`src/rtl/segmento_decod_estado_if.sv`:
```
// Segment-line bundle between a 7-segment state display and its decoder.
// The master drives the segment lines; the slave (decoder) returns the decoded state.
interface segmento_decod_estado_if;
    logic       a;
    logic       b;
    logic       c;
    logic       d;
    logic       e;
    logic       f;
    logic       g;
    logic       ch7;
    logic       ch6;
    logic       valid;
    logic       chg;
    logic [7:0] err_cnt;

    modport master (
        output a, b, c, d, e, f, g,
        input  ch7, ch6, valid, chg, err_cnt
    );

    modport slave (
        input  a, b, c, d, e, f, g,
        output ch7, ch6, valid, chg, err_cnt
    );
endinterface

```
`src/rtl/segmento_decod_estado.sv`:
```
// Deglitching decoder turning a steady 7-segment game-state letter (blank, P, A)
// back into its on/off and mode bits, with a saturating illegal-pattern counter.
module segmento_decod_estado #(
    parameter int STABLE_CYCLES = 4,
    parameter int CNT_W         = 4
) (
    input  logic                     clk,
    input  logic                     rst,
    segmento_decod_estado_if.slave   bus
);

    typedef enum logic [1:0] {
        ST_OFF = 2'b00,
        ST_POS = 2'b01,
        ST_ATK = 2'b10,
        ST_INV = 2'b11
    } state_t;

    localparam logic [6:0]       SEG_OFF    = 7'b0000000;
    localparam logic [6:0]       SEG_POS    = 7'b1100111;
    localparam logic [6:0]       SEG_ATK    = 7'b1110111;
    localparam logic [CNT_W-1:0] CNT_ONE    = CNT_W'(1);
    localparam logic [CNT_W-1:0] CNT_STABLE = CNT_W'(STABLE_CYCLES);
    localparam logic [7:0]       ERR_MAX    = 8'hFF;

    function automatic state_t decode_seg(input logic [6:0] seg);
        state_t st;
        case (seg)
            SEG_OFF: st = ST_OFF;
            SEG_POS: st = ST_POS;
            SEG_ATK: st = ST_ATK;
            default: st = ST_INV;
        endcase
        return st;
    endfunction

    logic [6:0]       w_seg;
    logic [6:0]       r_seg_q;
    logic [6:0]       r_cand;
    logic [6:0]       w_cand_nxt;
    logic [CNT_W-1:0] r_cnt;
    logic [CNT_W-1:0] w_cnt_nxt;
    logic             w_load;
    logic             w_commit;
    state_t           r_state;
    state_t           w_state_nxt;
    logic             r_chg;
    logic             w_chg_nxt;
    logic [7:0]       r_err_cnt;
    logic [7:0]       w_err_nxt;

    assign w_seg = {bus.a, bus.b, bus.c, bus.d, bus.e, bus.f, bus.g};

    // Candidate tracking: restart the run on any change, count up to the threshold.
    always_comb begin
        w_cand_nxt = r_cand;
        w_cnt_nxt  = r_cnt;
        w_load     = 1'b0;
        if (r_seg_q != r_cand) begin
            w_load     = 1'b1;
            w_cand_nxt = r_seg_q;
            w_cnt_nxt  = CNT_ONE;
        end else if (r_cnt < CNT_STABLE) begin
            w_cnt_nxt  = r_cnt + CNT_ONE;
        end else begin
            w_cnt_nxt  = r_cnt;
        end
    end

    // Commit exactly once per stable run; a fresh load also counts so a threshold of 1 commits at load.
    always_comb begin
        w_commit    = (w_cnt_nxt == CNT_STABLE) && (w_load || (r_cnt != CNT_STABLE));
        w_state_nxt = r_state;
        w_chg_nxt   = 1'b0;
        w_err_nxt   = r_err_cnt;
        if (w_commit) begin
            w_state_nxt = decode_seg(w_cand_nxt);
            w_chg_nxt   = (w_state_nxt != r_state);
            if ((w_state_nxt == ST_INV) && (r_err_cnt != ERR_MAX)) begin
                w_err_nxt = r_err_cnt + 8'd1;
            end else begin
                w_err_nxt = r_err_cnt;
            end
        end else begin
            w_state_nxt = r_state;
            w_chg_nxt   = 1'b0;
        end
    end

    // Sample register, candidate/counter and committed state.
    always_ff @(posedge clk or posedge rst) begin
        if (rst) begin
            r_seg_q   <= 7'b0000000;
            r_cand    <= 7'b0000000;
            r_cnt     <= CNT_STABLE;
            r_state   <= ST_OFF;
            r_chg     <= 1'b0;
            r_err_cnt <= 8'd0;
        end else begin
            r_seg_q   <= w_seg;
            r_cand    <= w_cand_nxt;
            r_cnt     <= w_cnt_nxt;
            r_state   <= w_state_nxt;
            r_chg     <= w_chg_nxt;
            r_err_cnt <= w_err_nxt;
        end
    end

    assign bus.ch7     = (r_state == ST_POS) || (r_state == ST_ATK);
    assign bus.ch6     = (r_state == ST_ATK);
    assign bus.valid   = (r_state != ST_INV);
    assign bus.chg     = r_chg;
    assign bus.err_cnt = r_err_cnt;

endmodule

```
`src/flat_wrapper.sv`:
```
// flat-port wrapper written by rule: the top's interface ports become plain ports
module segmento_decod_estado_flat 
#(
    parameter int STABLE_CYCLES = 4,
    parameter int CNT_W         = 4
)
  (clk, rst, bus_a, bus_b, bus_c, bus_d, bus_e, bus_f, bus_g, bus_ch7, bus_ch6, bus_valid, bus_chg, bus_err_cnt);
  segmento_decod_estado_if bus_i ();
  input  logic clk;
  input  logic rst;
  input wire logic [$bits(bus_i.a)-1:0] bus_a;
  input wire logic [$bits(bus_i.b)-1:0] bus_b;
  input wire logic [$bits(bus_i.c)-1:0] bus_c;
  input wire logic [$bits(bus_i.d)-1:0] bus_d;
  input wire logic [$bits(bus_i.e)-1:0] bus_e;
  input wire logic [$bits(bus_i.f)-1:0] bus_f;
  input wire logic [$bits(bus_i.g)-1:0] bus_g;
  output wire logic [$bits(bus_i.ch7)-1:0] bus_ch7;
  output wire logic [$bits(bus_i.ch6)-1:0] bus_ch6;
  output wire logic [$bits(bus_i.valid)-1:0] bus_valid;
  output wire logic [$bits(bus_i.chg)-1:0] bus_chg;
  output wire logic [$bits(bus_i.err_cnt)-1:0] bus_err_cnt;
  assign bus_i.a = bus_a;
  assign bus_i.b = bus_b;
  assign bus_i.c = bus_c;
  assign bus_i.d = bus_d;
  assign bus_i.e = bus_e;
  assign bus_i.f = bus_f;
  assign bus_i.g = bus_g;
  assign bus_ch7 = bus_i.ch7;
  assign bus_ch6 = bus_i.ch6;
  assign bus_valid = bus_i.valid;
  assign bus_chg = bus_i.chg;
  assign bus_err_cnt = bus_i.err_cnt;
  segmento_decod_estado #(.STABLE_CYCLES(STABLE_CYCLES), .CNT_W(CNT_W)) u_core (.clk(clk), .rst(rst), .bus(bus_i));
endmodule
```
`config.mk`:
```
export PLATFORM = sky130hd
export DESIGN_NAME = segmento_decod_estado_flat
export DESIGN_NICKNAME = d
export VERILOG_FILES = /design/src/rtl/segmento_decod_estado_if.sv /design/src/rtl/segmento_decod_estado.sv /design/src/flat_wrapper.sv
export SDC_FILE = /design/constraint.sdc
export NUM_CORES = 1
export LEC_CHECK = 0
export ABC_AREA = 0
export BUFFER_PORTS_ARGS = -buffer_cell sky130_fd_sc_hd__buf_2
export CORE_ASPECT_RATIO = 0.5
export CORE_MARGIN = 2
export CORE_UTILIZATION = 50
export DETAILED_ROUTE_END_ITERATION = 6
export PLACE_DENSITY = 0.69
export SLEW_MARGIN = 20
export SYNTH_ARGS = -nofsm -noshare
export SYNTH_HDL_FRONTEND = slang
export SYNTH_SLANG_ARGS = --single-unit
```
`constraint.sdc`:
```
create_clock -name clk -period 5.7 [get_ports clk]
set_input_delay 0.57 -clock clk [delete_from_list [all_inputs] [get_ports clk]]
set_output_delay 0.57 -clock clk [all_outputs]
set_load 0.02 [all_outputs]
```
==> impl_metrics.toml, run 1 <==
[route]
drcViolationCount = 0
antenna_left = 0
routed_wirelength_mm = 2.08
wire_per_inst_um = 12.3
drt_pass1_iterations = 4
route.vias.total = 864
detail_route.vias_per_cell = 5.11
first_iter_violations = 37

[logic_synthesis]
largest_family_of_logic_cells_by_synthesized_area = "simple AND/OR/NAND/NOR gates"
share_of_the_synthesized_netlist_area_taken_by_xor_and_xnor_gates_pct = 9.88
synth_seq_area_share_pct = 54.7
synth_top_cells_by_area = "dfrtp_1 53%, xnor2_1 9.9%, ha_1 4.7%, inv_1 2.3%, dfstp_2 2.0%"
synthArstFlopShare_pct = 100
synth.avg_cell_area_um2 = 11.8
yosys.area.top_type_share_pct = 52.7
postSynthNetCount = 127
yosys_register_bits = 29
synth.cell_area_um2 = 1330
synthDominantAreaCellType = "dfrtp_1"
synth_fa_ha_area_share_pct = 4.70
post_synth_simple_gate_area_pct = 17.6
postSynthCellCount = 113
warning_count_from_the_yosys_run = 0
count_of_flip_flops_with_a_built_in_enable_after_synthesis = 0
synth.mux.area_fraction_pct = 2.73
dominantRegCellSynth = "dfrtp_1"
yosys.cell_types.count = 33
compound_cell_area_share_of_the_yosys_netlist_pct = 4.33

[placed_design]
gp_routability_congestion = 0.727
io_buffers = 20
detailedPlacementHpwl_mm = 1.48

[clocking]
cts_resized = 0
clock_sink_count = 29
post_cts.repair.setup_buffers = 0
cts.path.max_buffers = 2
h-tree-depth = 2
worst_skew_pair.late_latency_ns = 0.28
cts-root-buf = "clkbuf_8"
cts.clk_slew.worst_paths_ns = 0.06
tritoncts_clock_tree = "built"
clock_buffers_created_by_tritoncts = 5
cts.hold.buffers_added = 0

[critical_path]
timing.critical_path.from_type = "flop"
timing.critical_path.cells = "inv_1 > ha_1 > nor4b_1 > a21oi_1 > nor4_2 > nand2_2 > mux2_4"
worstPathBufferInverterCount = 1
worst_path_max_delay_cell = "nor4_2"
cpLargestDelayFamily = "simple AND/OR/NAND/NOR gates"
crit_path_end_kind = "flop"
criticalPathCategory = "reg2reg"
timing.critical_path.arrival_ns = 2.64
worst-path-max-fanout = 11
critPathRequiredTime_ns = 5.86
critical_path.max_stage_delay_ns = 0.83

[global_route]
grt_pass1_vias = 792
antenna_found_initial = 0
globalRouteTotalUtil_pct = 16.2
maximum_number_of_pins_on_one_net_before_global_route_repair = 30
grt_first_pass_wirelength_mm = 3.49
grt_overflow_total = 0

[die]
dieArea_um2 = 3110
dieHeight_um = 40.5
placeableCoreArea_um2 = 2550
rows = 13
num_io_pins = 21
initial_utilization_pct = 52.1
die_w_um = 76.9

[final_layout]
number_of_nets_in_the_layout = 145
final_cell_mix = "28 x dfrtp_1, 20 x buf_2, 15 x xnor2_1, 7 x inv_1"
most_common_cell_after_layout_fill_and_taps_aside = "dfrtp_1"
fin_util_pct = 60.0
post_route_cells_drive_above_1_share_pct = 30.3
area.sequential_um2 = 727
area_growth_pct = 15.2
insertedDiodeCount = 0
multi_input_area_um2 = 522
fillCellCount = 231

[sta]
timing.final.crit_share_pct = 43.5
total_negative_slack_for_setup_checks_ns = 0
timing.fmax_ghz = 0.403
pins_over_slew_limit = 0
grt_setup_unrepaired = "no"
timing.slew.headroom_pct = 33.1
setup_viol = 0
hold_viol_final = 0
period_needed_ns = 2.48
worst-slew-pin-transition_ns = 0.995
fin_skew_ns = 0.00810

[worst_hold_path]
min_path_type = "in2async"

[run_status]
status = "finished clean"

[flow_run]
maxCapViolCount = 0

[power]
leakage_nw = 0.720
power_density_nw_per_um2 = 283
vdd.ir_drop.worst_uv = 191
==> stage by stage <==
step	power (mW)	hold slack, ns	instance area [µm²]	setup WS (ns)	instances
after detailed placement	0.235	0.433	1430	3.20	161
final	0.433	0.348	1530	3.22	169
after global routing	0.455	0.373	1530	3.01	169
after floorplan	0.232	0.491	1330	3.87	113
after global placement	0.235	0.430	1430	3.43	161
after CTS	0.440	0.379	1530	3.18	169
==> cells by family after synthesis <==
| kind of cell | Yosys count |
|---|---|
| buffers and inverters | 17 |
| AO/OA/AOI/OAI | 10 |
| flip-flops | 29 |
| adder cells (fa/ha/maj) | 5 |
| XOR/XNOR | 15 |
| multiplexers | 3 |
| AND/OR/NAND/NOR | 34 |
==> cell usage after synthesis (2+ instances only) <==
cell type / instances
a21oi_1: 5
and3_1: 2
and4_1: 2
and4_2: 2
clkbuf_1: 6
dfrtp_1: 28
ha_1: 5
inv_1: 8
nand2_1: 4
nand3_1: 5
nand4_1: 4
nor2_1: 5
o21ai_0: 3
xnor2_1: 15
==> report_power, final <==
part | leakage (nW) | switching [mW] | internal (mW) | total (mW)
clock | 0.0552 | 0.0730 | 0.129 | 0.202
sequential | 0.364 | 0.00520 | 0.211 | 0.216
combinational | 0.301 | 0.00772 | 0.00683 | 0.0146
total | 0.720 | 0.0859 | 0.347 | 0.433
==> layer usage <==
layer / vias up / GRT usage, % / wire, µm
met4: 0 / 10.9 / 42
li1: 417 / - / -
met3: 5 / 8.11 / 151
met1: 417 / 17.3 / 960
met5: - / 0 / 0
met2: 25 / 27.0 / 923
==> registers in the layout, summed over array words and instances, names as in the netlist <==
signal,count
u_core.bus.chg,1
u_core.bus.err_cnt,8
u_core.r_cand,7
u_core.r_cnt,4
u_core.r_seg_q,7
u_core.r_state,2
==> final cells by class <==
class	count	area share [%]
Clock buffer	6	4.73
Clock inverter	2	2.29
Inverter	8	1.96
Multi-Input combinational cell	67	34.0
Sequential cell	29	47.4
Tap cell	37	3.02
Timing Repair Buffer	20	6.53
==> worst register-to-register path, cell delays in order, from the launching register on <==
cell     delay [ns]
dfrtp_1        0.40
inv_1          0.09
ha_1           0.20
nor4b_1        0.26
a21oi_1        0.09
nor4_2         0.83
nand2_2        0.16
mux2_4         0.34
==> worst paths after layout <==
| kind | slack, ns | cells after the start | endpoint | start |
|---|---|---|---|---|
| max | 3.22 | 7 | u_core.bus.err_cnt[1] | u_core.r_cnt[0] |
| min | 0.35 | 2 | u_core.r_cand[0] | rst |
| max reg2reg | 3.22 | 7 | u_core.bus.err_cnt[1] | u_core.r_cnt[0] |
| min reg2reg | 0.45 | 0 | u_core.r_cand[0] | u_core.r_seg_q[0] |
| max in group asynchronous | 4.97 | 2 | u_core.r_state[0] | rst |
| min in group clk | 0.39 | 1 | u_core.r_seg_q[2] | bus_e |
Power figures use the tool's default switching activity.
==> inputs of run 2 (changes only) <==
--- a/config.mk
+++ b/config.mk
@@ -5,13 +5,13 @@
 export SDC_FILE = /design/constraint.sdc
 export NUM_CORES = 1
 export LEC_CHECK = 0
-export ABC_AREA = 0
+export ABC_AREA = 1
 export BUFFER_PORTS_ARGS = -buffer_cell sky130_fd_sc_hd__buf_2
 export CORE_ASPECT_RATIO = 0.5
 export CORE_MARGIN = 2
 export CORE_UTILIZATION = 50
 export DETAILED_ROUTE_END_ITERATION = 6
-export PLACE_DENSITY = 0.69
+export PLACE_DENSITY = 0.71
 export SLEW_MARGIN = 20
 export SYNTH_ARGS = -nofsm -noshare
 export SYNTH_HDL_FRONTEND = slang
==> constraint.sdc (replaced) <==
create_clock -name clk -period 2.01 [get_ports clk]
set_input_delay 0.201 -clock clk [delete_from_list [all_inputs] [get_ports clk]]
set_output_delay 0.201 -clock clk [all_outputs]
set_load 0.02 [all_outputs]
==> run 2 against run 1 <==
Effect of this change: clock-buffer cell count shrank 1; clock power increased to 3.5 times the previous value; synthesized area is 17% higher; power grew to 3.2 times the previous value.
==> impl_metrics.toml, run 2 <==
[route]
route.vias.total = 1212
antenna_left = 0
drcViolationCount = 0
wire_per_inst_um = 11.2
drt_pass1_iterations = 4
first_iter_violations = 44
routed_wirelength_mm = 2.81
detail_route.vias_per_cell = 4.81

[logic_synthesis]
synth_top_cells_by_area = "dfrtp_1 45%, nand2_1 12%, inv_1 7.0%, ha_1 4.0%, nor2_1 3.8%"
yosys.cell_types.count = 29
dominantRegCellSynth = "dfrtp_1"
synthArstFlopShare_pct = 100
synth_seq_area_share_pct = 46.5
yosys.area.top_type_share_pct = 44.8
postSynthNetCount = 205
synthDominantAreaCellType = "dfrtp_1"
synth.avg_cell_area_um2 = 8.18
count_of_flip_flops_with_a_built_in_enable_after_synthesis = 0
postSynthCellCount = 191
yosysMostFrequentCell = "nand2_1"
yosys_register_bits = 29
warning_count_from_the_yosys_run = 0
ys_top_cells_by_count = "50 x nand2_1, 29 x inv_1, 28 x dfrtp_1"
synth.cell_area_um2 = 1560

[final_layout]
fin_util_pct = 60.7
postLayoutCellArea_um2 = 1820
most_common_cell_after_layout_fill_and_taps_aside = "nand2_1"
final_cell_mix = "50 x nand2_1, 29 x inv_1, 28 x dfrtp_1, 20 x buf_2, 16 x nor2_1"
number_of_nets_in_the_layout = 225
largest_register_ffs = 8
insertedDiodeCount = 0
instances_no_fill = 252
post_route_cells_drive_above_1_share_pct = 21.2
area_growth_pct = 16.3

[sta]
pins_over_slew_limit = 0
timing.fmax_ghz = 0.550
total_negative_slack_for_setup_checks_ns = 0
hold_slack_ns = 0.0254
period_needed_ns = 1.82
timing.slew.headroom_pct = 69.7
timing.final.crit_share_pct = 90.5
worst-slew-pin-transition_ns = 0.454
grt_setup_unrepaired = "no"
final.setup.worst_slack_ns = 0.190
setup_viol = 0
hold_viol_final = 0
fin_skew_ns = 0.0104

[run_status]
status = "finished clean"

[placed_design]
detailedPlacementHpwl_mm = 2.11
placed_cells_incl_taps = 243
pre_cts_ws_ns = 0.0856
gp_routability_congestion = 0.799
place_area_um2 = 1670
io_buffers = 20

[flow_run]
maxCapViolCount = 0

[power]
combinational_share_of_power_pct = 5.3
power_frac_seq_pct = 43.8
share_clk_of_total_power_pct = 50.9
report.power.total_mw = 1.40
leakage_nw = 0.986
p_sw_uw = 283
power_density_nw_per_um2 = 771
switching_share_of_total_power_pct = 20.2
vdd.ir_drop.worst_uv = 352
internal_power_mw = 1.12

[global_route]
globalRouteTotalUtil_pct = 18.4
grt_busiest_layer = "met2"
grt_pass1_vias = 1171
grt.met1_usage_pct = 23.8
grt.met2_usage_pct = 30.2
maximum_number_of_pins_on_one_net_before_global_route_repair = 30
antenna_found_initial = 0
grt_first_pass_wirelength_mm = 5.16
grt_overflow_total = 0
grtUsageMet3_pct = 6.29

[clocking]
clock_buffers_created_by_tritoncts = 5
cts.path.max_buffers = 2
cts-root-buf = "clkbuf_8"
cts.clk_slew.worst_paths_ns = 0.07
h-tree-depth = 2
clock_sink_count = 29
worst_skew_pair.late_latency_ns = 0.28
tritoncts_clock_tree = "built"

[die]
dieArea_um2 = 3620
rows = 14
die_w_um = 83.1
num_io_pins = 21
dieHeight_um = 43.5
initial_utilization_pct = 52.2
placeableCoreArea_um2 = 3000

[worst_hold_path]
min_path_type = "in2reg"

[critical_path]
worst_path_max_delay_cell = "dfrtp_1"
worstPathBufferInverterCount = 1
timing.critical_path.arrival_ns = 1.99
path_depth = 10
timing.critical_path.from_type = "flop"
critPathRequiredTime_ns = 2.18
crit_path_end_kind = "flop"
startpoint = "u_core.r_cnt[0]"
regToRegStartpoint = "u_core.r_cnt[0]"
worstRegToRegCells = 10
r2r_setup_slack_ns = 0.19
critical_path.most_common_cell = "nand2_1"
timing.critical_path.to = "u_core.bus.err_cnt[1]"
critical_path.max_stage_delay_ns = 0.36
worst-path-max-fanout = 11
criticalPathCategory = "reg2reg"
timing.critical_path.cells = "inv_1 > ha_1 > nand2_1 > o21ai_0 > nor2_1 > nand3_4 > nor2_4 > nand2_1 > nand2_1 > nand2_1"
cpLargestDelayFamily = "simple AND/OR/NAND/NOR gates"
crit-reg2reg-capture = "u_core.bus.err_cnt[1]"
==> run 2: power by group through the flow <==
stage,combinational [mW],clock (mW),sequential [mW]
2_1_floorplan,0.0599,0,0.621
3_3_place_gp,0.0713,0,0.623
3_5_place_dp,0.0729,0,0.625
4_1_cts,0.0753,0.725,0.614
5_1_grt,0.0862,0.748,0.617
6_report,0.0736,0.714,0.614
==> run 2: final cells by class <==
cell class	count	area (µm²)
multi-input cells	120	666
clock buffers	5	68.8
well taps	40	50.0
fillers	276	1180
inverters	33	124
clock inverters	3	65.1
flip-flops and latches	29	727
repair buffers	22	118
==> run 2: logic make-up after synthesis <==
logic type | synth area share (%)
flip-flops | 46.5
adder cells (fa/ha/maj) | 4.00
AND/OR/NAND/NOR | 31.9
buffers and inverters | 11.1
XOR/XNOR | 3.36
AO/OA/AOI/OAI | 3.12
==> run 2: how the worst min path moves through the flow <==
stage / startpoint / end / slack [ns] / cells past startpoint
after floorplan: bus_g / u_core.r_seg_q[0] / 0.23 / 0
after global placement: rst / u_core.bus.err_cnt[7] / 0.28 / 3
after detailed placement: rst / u_core.bus.err_cnt[5] / 0.28 / 3
after CTS: bus_b / u_core.r_seg_q[5] / 0.02 / 1
after global routing: bus_b / u_core.r_seg_q[5] / 0.009 / 1
final: bus_a / u_core.r_seg_q[6] / 0.03 / 1
==> run 2: what timing repair did <==
action,in CTS,in global routing
buffers inserted,0,0
hold buffers,1,0
resized for setup,0,1
setup endpoints to repair,0,6
hold endpoints to repair,28,0
==> run 2: worst register-to-register path: cells and delay by family, from the launching register on <==
family | cells | cell delay, ns
flip-flops | 1 | 0.36
buffers and inverters | 1 | 0.06
AND/OR/NAND/NOR | 7 | 0.89
AO/OA/AOI/OAI | 1 | 0.12
adder cells (fa/ha/maj) | 1 | 0.29
==> run 2: routing by layer <==
layer	up-vias	share of wire (%)
met5	-	0
li1	621	-
met1	560	47
met4	0	0.85
met3	7	5.4
met2	24	47
==> inputs of run 3 (changes only) <==
--- a/config.mk
+++ b/config.mk
@@ -12,6 +12,8 @@
 export CORE_UTILIZATION = 50
 export DETAILED_ROUTE_END_ITERATION = 6
 export PLACE_DENSITY = 0.71
+export RECOVER_POWER = 50
+export REMOVE_ABC_BUFFERS = 1
 export SLEW_MARGIN = 20
 export SYNTH_ARGS = -nofsm -noshare
 export SYNTH_HDL_FRONTEND = slang
==> run 3 against run 2 <==
Effect of this change: final cell count unchanged; largest cell class unchanged; sequential cell count unchanged; worst hold slack improved by 0.010 ns; combinational power decreased by 0.5%; power decreased by 20%; register-to-register slack got worse by 0.02 ns; non-clock buffer count unchanged; die area unchanged.
==> impl_metrics.toml, run 3 (synthesis gave the netlist of run 2 again) <==
[clocking]
clock_buffers_created_by_tritoncts = 5
cts.path.max_buffers = 2
cts.clk_slew.worst_paths_ns = 0.06
tritoncts_clock_tree = "built"
clock_sink_count = 29
h-tree-depth = 2
cts-root-buf = "clkbuf_8"
worst_skew_pair.late_latency_ns = 0.27

[final_layout]
insertedDiodeCount = 0
post_route_cells_drive_above_1_share_pct = 19.8
area_growth_pct = 12.7
instances_no_fill = 252
largest_register_ffs = 8
most_common_cell_after_layout_fill_and_taps_aside = "nand2_1"
final_cell_mix = "50 x nand2_1, 29 x inv_1, 28 x dfrtp_1, 20 x buf_2, 16 x nor2_1"
number_of_nets_in_the_layout = 225

[critical_path]
crit_path_end_kind = "flop"
criticalPathCategory = "reg2reg"
worst-path-max-fanout = 11
timing.critical_path.from_type = "flop"
timing.critical_path.arrival_ns = 2.00
critPathRequiredTime_ns = 2.17
r2r_setup_slack_ns = 0.17

[worst_hold_path]
min_path_type = "in2reg"

[sta]
timing.final.crit_share_pct = 91.3
grt_setup_unrepaired = "no"
timing.slew.headroom_pct = 53.4
timing.fmax_ghz = 0.545
fin_skew_ns = 0.00359
pins_over_slew_limit = 0
worst-slew-pin-transition_ns = 0.699
total_negative_slack_for_setup_checks_ns = 0
period_needed_ns = 1.84
hold_viol_final = 0
setup_viol = 0

[die]
dieHeight_um = 43.5
rows = 14
die_w_um = 83.1
placeableCoreArea_um2 = 3000
initial_utilization_pct = 52.2
dieArea_um2 = 3620
num_io_pins = 21

[global_route]
maximum_number_of_pins_on_one_net_before_global_route_repair = 30
grt_first_pass_wirelength_mm = 4.73
antenna_found_initial = 0
globalRouteTotalUtil_pct = 17.0
grt_pass1_vias = 1113
grt_overflow_total = 0

[placed_design]
detailedPlacementHpwl_mm = 2.04
io_buffers = 20
gp_routability_congestion = 0.838
placed_cells_incl_taps = 243

[power]
vdd.ir_drop.worst_uv = 395
power_density_nw_per_um2 = 637
leakage_nw = 0.957

[route]
antenna_left = 0
drcViolationCount = 0
first_iter_violations = 70
route.vias.total = 1193
detail_route.vias_per_cell = 4.73
wire_per_inst_um = 10.6
routed_wirelength_mm = 2.68
drt_pass1_iterations = 4

[flow_run]
maxCapViolCount = 0

[run_status]
status = "finished clean"
-- run 3: cell types whose count changed in the layout (fill, tap and decap cells not counted), sizes merged --
| cell | delta |
|---|---|
| bufinv | -2 |
| buf | -1 |
| clkbuf | +4 |
| clkinv | -1 |
-- run 3: routing by layer --
layer	up-vias	wire length, µm	track usage (%)
li1	623	-	-
met1	547	1350	22.5
met2	21	1190	26.6
met3	2	110	4.57
met4	0	27	8.85
met5	-	0	0
-- run 3: final cells by class --
| type | count | area, µm² |
|---|---|---|
| Timing Repair Buffer | 22 | 115 |
| Multi-Input combinational cell | 120 | 666 |
| Fill cell | 271 | 1230 |
| Clock buffer | 8 | 80.1 |
| Tap cell | 40 | 50.0 |
| Sequential cell | 29 | 727 |
| Inverter | 33 | 124 |
-- run 3: repair_timing --
action,in CTS,in global routing
endpoints found under the setup margin,0,6
hold buffers,1,0
buffers inserted,0,0
resized for setup,0,1
hold endpoints to repair,26,0
-- run 3: through the flow --
step           setup WS [ns]  cell area, µm²  hold WS (ns)  utilization [%]  power, mW
2_1_floorplan          0.223            1510         0.232                -      0.675
3_3_place_gp           0.180            1670         0.283             55.8      0.695
3_5_place_dp          0.0512            1670         0.288             55.8      0.698
4_1_cts               0.0448            1760        0.0233             58.8       1.14
5_1_grt               0.0386            1760        0.0203             58.8       1.19
6_report               0.174            1760        0.0355             58.8       1.12
-- run 3: report_power, final --
part           internal, mW  switching, mW
Clock                 0.245          0.190
Combinational        0.0265         0.0467
Sequential            0.599         0.0152
Total                 0.871          0.252
-- run 3: path summary, 6_finish.rpt --
kind / from / end / depth (start not counted)
worst max-delay path: u_core.r_cnt[0] / u_core.bus.err_cnt[0] / 10
worst min-delay path: bus_e / u_core.r_seg_q[2] / 1
worst max register to register: u_core.r_cnt[0] / u_core.bus.err_cnt[0] / 10
worst min register to register: u_core.r_seg_q[1] / u_core.r_cand[1] / 0
max in group asynchronous: rst / u_core.r_cand[2] / 4
min in group asynchronous: rst / u_core.bus.err_cnt[0] / 4
-- run 3: critical path, cell delays in order (launching register included) --
cell and delay, ns:
dfrtp_1 0.37, inv_1 0.07, ha_1 0.22, a21oi_1 0.18
nand3_1 0.10, nor2_1 0.20, nand3_4 0.13, nor2_4 0.22
nand2_1 0.11, nand2_1 0.08, nand2_1 0.04
